File: config.mk
export PLATFORM = sky130hd
export DESIGN_NAME = memory_stage
export DESIGN_NICKNAME = d
export VERILOG_FILES = /design/src/rtl/memory_stage.sv
export SDC_FILE = /design/constraint.sdc
export NUM_CORES = 1
export LEC_CHECK = 0
export ABC_CLOCK_PERIOD_IN_PS = 2000
export CAP_MARGIN = 25
export CORE_MARGIN = 8
export CORE_UTILIZATION = 42
export DETAILED_ROUTE_END_ITERATION = 8
export PLACE_DENSITY = 0.8
export SLEW_MARGIN = 20
export SYNTH_ARGS = -nofsm -noshare
export SYNTH_HDL_FRONTEND = slang
export SYNTH_SLANG_ARGS = --single-unit
File: constraint.sdc
create_clock -name clk -period 2 [get_ports clk]
set_input_delay 0.4 -clock clk [delete_from_list [all_inputs] [get_ports clk]]
set_output_delay 0.4 -clock clk [all_outputs]
set_load 0.02 [all_outputs]
File: src/rtl/memory_stage.sv
// ============================================================================
// Module   : memory_stage
// Purpose  : RV32I load/store stage; drives the req/ack data port and the *_mw writeback bundle.
// Revision : 1.0
// ============================================================================
`default_nettype none

module memory_stage #(
  parameter int XLEN      = 32,
  parameter int OPLEN     = 23,
  parameter int LOAD_BIT  = 20,
  parameter int STORE_BIT = 19,
  parameter int FUNCT3_M  = 18,
  parameter int FUNCT3_L  = 16
) (
  input  logic             clk,
  input  logic             rst,
  input  logic             phase_memory,
  input  logic             jump_state_em,
  input  logic [OPLEN-1:0] decoded_op_em,
  input  logic [4:0]       rdsel_em,
  input  logic [XLEN-1:0]  next_pc_em,
  input  logic [XLEN-1:0]  alu_out_em,
  input  logic [XLEN-1:0]  rs2data_em,
  output logic             dmem_req,
  output logic             dmem_we,
  output logic [XLEN-1:0]  dmem_addr,
  output logic [3:0]       dmem_be,
  output logic [XLEN-1:0]  dmem_wdata,
  input  logic             dmem_ack,
  input  logic [XLEN-1:0]  dmem_rdata,
  output logic             jump_state_mw,
  output logic [OPLEN-1:0] decoded_op_mw,
  output logic [4:0]       rdsel_mw,
  output logic [XLEN-1:0]  next_pc_mw,
  output logic [XLEN-1:0]  alu_out_mw,
  output logic [XLEN-1:0]  mem_out_mw,
  output logic             misalign_mw,
  output logic             stall_memory
);

  typedef enum logic [1:0] {
    IDLE = 2'd0,
    REQ  = 2'd1,
    DONE = 2'd2
  } state_t;

  state_t r_state;
  state_t w_next_state;

  logic [2:0]      w_funct3;
  logic            w_memop;
  logic            w_misaligned;
  logic            w_start;
  logic            w_issue;
  logic [3:0]      w_be;
  logic [XLEN-1:0] w_wdata;
  logic            r_we;
  logic [3:0]      r_be;

  logic [2:0]      w_funct3_mw;
  logic [7:0]      w_ld_byte;
  logic [15:0]     w_ld_half;
  logic [XLEN-1:0] w_ld_data;

  assign w_funct3     = decoded_op_em[FUNCT3_M:FUNCT3_L];
  assign w_memop      = decoded_op_em[LOAD_BIT] | decoded_op_em[STORE_BIT];
  assign w_misaligned = (w_funct3[1:0] == 2'b11)
                      | ((w_funct3[1:0] == 2'b01) & alu_out_em[0])
                      | ((w_funct3[1:0] == 2'b10) & (alu_out_em[1:0] != 2'b00));
  assign w_start      = (r_state == IDLE) & phase_memory;
  assign w_issue      = w_start & w_memop & ~w_misaligned;

  assign stall_memory = w_issue | (r_state == REQ);
  assign dmem_req     = (r_state == REQ);
  assign dmem_we      = (r_state == REQ) & r_we;
  assign dmem_be      = (r_state == REQ) ? r_be : 4'b0000;

  always_comb begin
    w_next_state = r_state;
    case (r_state)
      IDLE:    if (w_issue) w_next_state = REQ;
      REQ:     if (dmem_ack) w_next_state = DONE;
      DONE:    w_next_state = IDLE;
      default: w_next_state = IDLE;
    endcase
  end

  // Stores replicate the operand across all lanes so the byte enables alone pick the target.
  always_comb begin
    w_be    = 4'b1111;
    w_wdata = rs2data_em;
    if (decoded_op_em[STORE_BIT]) begin
      case (w_funct3[1:0])
        2'b00: begin
          w_be    = 4'b0001 << alu_out_em[1:0];
          w_wdata = {4{rs2data_em[7:0]}};
        end
        2'b01: begin
          w_be    = 4'b0011 << alu_out_em[1:0];
          w_wdata = {2{rs2data_em[15:0]}};
        end
        default: begin
          w_be    = 4'b1111;
          w_wdata = rs2data_em;
        end
      endcase
    end
  end

  // The captured address and opcode select the lane during REQ.
  assign w_funct3_mw = decoded_op_mw[FUNCT3_M:FUNCT3_L];
  assign w_ld_byte   = dmem_rdata[{alu_out_mw[1:0], 3'b000} +: 8];
  assign w_ld_half   = alu_out_mw[1] ? dmem_rdata[31:16] : dmem_rdata[15:0];

  always_comb begin
    w_ld_data = dmem_rdata;
    case (w_funct3_mw[1:0])
      2'b00:   w_ld_data = {{(XLEN-8){~w_funct3_mw[2] & w_ld_byte[7]}}, w_ld_byte};
      2'b01:   w_ld_data = {{(XLEN-16){~w_funct3_mw[2] & w_ld_half[15]}}, w_ld_half};
      default: w_ld_data = dmem_rdata;
    endcase
  end

  always_ff @(posedge clk) begin
    if (rst) begin
      r_state       <= IDLE;
      r_we          <= 1'b0;
      r_be          <= 4'b0000;
      dmem_addr     <= '0;
      dmem_wdata    <= '0;
      jump_state_mw <= 1'b0;
      decoded_op_mw <= '0;
      rdsel_mw      <= '0;
      next_pc_mw    <= '0;
      alu_out_mw    <= '0;
      mem_out_mw    <= '0;
      misalign_mw   <= 1'b0;
    end else begin
      r_state <= w_next_state;
      if (w_start) begin
        jump_state_mw <= jump_state_em;
        decoded_op_mw <= decoded_op_em;
        rdsel_mw      <= rdsel_em;
        next_pc_mw    <= next_pc_em;
        alu_out_mw    <= alu_out_em;
        misalign_mw   <= w_memop & w_misaligned;
        mem_out_mw    <= '0;
      end
      if (w_issue) begin
        r_we       <= decoded_op_em[STORE_BIT];
        r_be       <= w_be;
        dmem_addr  <= {alu_out_em[XLEN-1:2], 2'b00};
        dmem_wdata <= w_wdata;
      end
      if ((r_state == REQ) && dmem_ack) begin
        mem_out_mw <= decoded_op_mw[LOAD_BIT] ? w_ld_data : '0;
      end
    end
  end

endmodule

`default_nettype wire

==> results.py <==
metrics = {
    "status": {
        "status": "finished clean",
    },
    "clock_network": {
        "hold_buffers": 0,
        "tritoncts": "built",
        "clock_latency_ps": 430,
        "root_buffer": "clkbuf_16",
        "cts.clk_slew.worst_paths_ps": 80,
        "cts_made_buffers": 17,
        "cts.sinks": 195,
        "cts.htree.levels": 4,
        "clockBufferDepth": 2,
    },
    "sta": {
        "hold_violations": 0,
        "min_period_ps": 1950,
        "fmax_mhz": 512,
        "worst_pin_slew_ps": 1040,
        "fin_crit_sh_pct": 97.6,
        "slew_headroom_pct": 30.6,
        "finalSetupViolations": 0,
        "clock_skew_ps": 14.2,
        "rsz0062_at_grt": "yes",
        "timing.setup.tns_ps": 0,
        "slew_violations": 0,
    },
    "die": {
        "core_um2": 18800,
        "die_y_um": 155,
        "num_io_pins": 358,
        "core.rowCount": 50,
        "initial_core_util_pct": 42.9,
        "die_w_um": 155,
        "dieArea_um2": 23900,
    },
    "final_layout": {
        "final-seq-area_um2": 3910,
        "syn_to_final_growth_pct": 56.5,
        "fin_area_um2": 12700,
        "diodes": 0,
        "final_common_cell": "clkdlybuf4s50_1",
        "fillers": 1536,
        "nets": 1453,
        "drive_above_1_share_pct": 10.7,
        "multi_input_area_um2": 3730,
        "final_cell_mix": "345 x clkdlybuf4s50_1, 191 x dfxtp_1, 187 x nand2_1, 179 x a21oi_1, 77 x o21ai_0",
        "final_cells": 1564,
        "fin_util_pct": 67.2,
    },
    "setup_path": {
        "reg2reg_slack_ps": 160,
        "rr_startpoint": "r_state[1]$_SDFFE_PP0P_",
        "critPathArrivalTime_ps": 1550,
        "slowest_delay_ps": 460,
        "path_cells": "clkdlybuf4s50_1 -> o21a_1 -> o22ai_4 -> nand2_4 -> nand2b_4 -> buf_6",
        "critPathKind": "input port to output pin",
        "cp.required_ps": 1600,
        "crit_fanout": 2,
        "reg2reg_to": "r_be[2]$_SDFFE_PP0P_",
        "cp-start-kind": "input port",
        "crit_buf_inv": 2,
        "crit_slowest_cell": "clkdlybuf4s50_1",
        "cp-end-kind": "output pin",
        "ff2ff_path_depth": 5,
        "critical-path-top-delay-family": "buffers and inverters",
    },
    "synth": {
        "synth.distinct_cells": 50,
        "ys_warn_count": 0,
        "synth_seq_cells": 195,
        "async_flop_share_pct": 0,
        "syn_avg_cell_area_um2": 8.52,
        "synth_ff_type": "dfxtp_1",
        "syn_inst": 949,
        "synthesis.area_um2": 8090,
        "synth_seq_area_share_pct": 48.3,
        "synth_edf_count": 0,
    },
    "route": {
        "drc": 0,
        "via_per_inst": 5.36,
        "initialDrtViolationCount": 412,
        "wl_per_cell_um": 19.2,
        "vias": 8377,
        "drt-total-wl_mm": 30.0,
        "first_pass_iters": 5,
        "antenna_left": 0,
    },
    "global_route": {
        "grt_start_max_net_pins": 95,
        "grt_pass1_vias": 8346,
        "antenna_found_initial": 0,
        "grt_overflow": 0,
        "track_usage_pct": 24.3,
        "grt_pass1_wl_mm": 46.4,
    },
    "place": {
        "routabilityCongestion": 0.928,
        "placed_area_um2": 12100,
        "dpl.hpwl_mm": 22.1,
        "io_buffers": 355,
        "dp.cells": 1532,
    },
    "min_path": {
        "holdPathStages": 2,
        "hp-class": "flip-flop to flip-flop",
        "min_from": "decoded_op_mw[10]$_SDFFE_PP0P_",
        "worstHoldEndpoint": "decoded_op_mw[10]$_SDFFE_PP0P_",
    },
    "power_and_ir_drop": {
        "peakVddDrop_v": 0.000570,
        "power.leakage_nw": 4.72,
        "powerDensity_nw_per_um2": 753,
        "p_total_mw": 9.53,
    },
    "job": {
        "maxCapViolCount": 0,
    },
}
cell type report:
type | instances | share of cell area [%]
Clock buffer | 17 | 3.36
Timing Repair Buffer | 412 | 32.2
Tap cell | 260 | 2.57
Multi-Input combinational cell | 655 | 29.5
Inverter | 11 | 0.326
Clock inverter | 14 | 1.17
Sequential cell | 195 | 30.9
report_power, final:
part	switching, mW	total (mW)	internal (mW)
clock network	1.67	3.33	1.66
logic	1.05	2.00	0.951
registers	0.114	4.20	4.08
total	2.84	9.53	6.69
metrics by stage:
stage               hold slack, ps  worst slack (ps)
finish                         453              48.4
global route                   471             -7.08
floorplan                      445               252
CTS                            445             -72.0
global placement               440              -561
detailed placement             445              -555
cells by family after synthesis:
group	synth area share, %
compound gates	25.2
mux	4.60
flops	48.3
other cells	0.0464
simple gates	16.0
buf+inv	5.96
worst min-delay path, stage by stage, from the launching register on:
cell     delay [ps]
dfxtp_1         310
nand2_1          50
a21oi_1          50
what timing repair did:
item | in CTS | in global routing
cloned | 0 | 0
setup endpoints to repair | 11 | 17
pin swaps | 0 | 1
hold endpoints to repair | 0 | 0
resized for setup | 35 | 6
setup buffers | 0 | 1
layer usage:
metal	vias up	GRT usage (%)	routed length (um)
met3	52	9.72	2870
met4	0	8.87	783
met1	3978	26.9	11500
met5	-	0	0
met2	327	41.3	14800
li1	4020	-	-
state kept, by name (all words and copies together), names as in the netlist:
register	flops
dmem_addr	30
misalign_mw	1
rdsel_mw	5
next_pc_mw	32
r_we	1
dmem_wdata	32
alu_out_mw	32
jump_state_mw	1
r_be	4
decoded_op_mw	23
mem_out_mw	32
r_state	2
worst max path at each step:
| stage | end | cells after the start | startpoint |
|---|---|---|---|
| after floorplan | mem_out_mw[21]$_SDFFE_PP0P_ | 6 | alu_out_mw[1]$_SDFFE_PP0P_ |
| after global placement | stall_memory | 6 | phase_memory |
| after detailed placement | stall_memory | 6 | phase_memory |
| after CTS | stall_memory | 6 | phase_memory |
| after global routing | stall_memory | 5 | r_state[1]$_SDFFE_PP0P_ |
| final | stall_memory | 6 | alu_out_em[0] |
synthesized netlist by cell type, types with 14 or more instances:
library cell,number,area (um^2)
mux2_2,14,158
mux2i_1,17,170
a21oi_1,179,896
o211ai_1,16,120
buf_2,28,140
nand3_1,39,195
nand2_1,187,702
dfxtp_1,195,3900
o21ai_0,77,385
a221o_1,16,160
clkbuf_1,42,158
No activity file was read; power rests on OpenSTA's default activity.
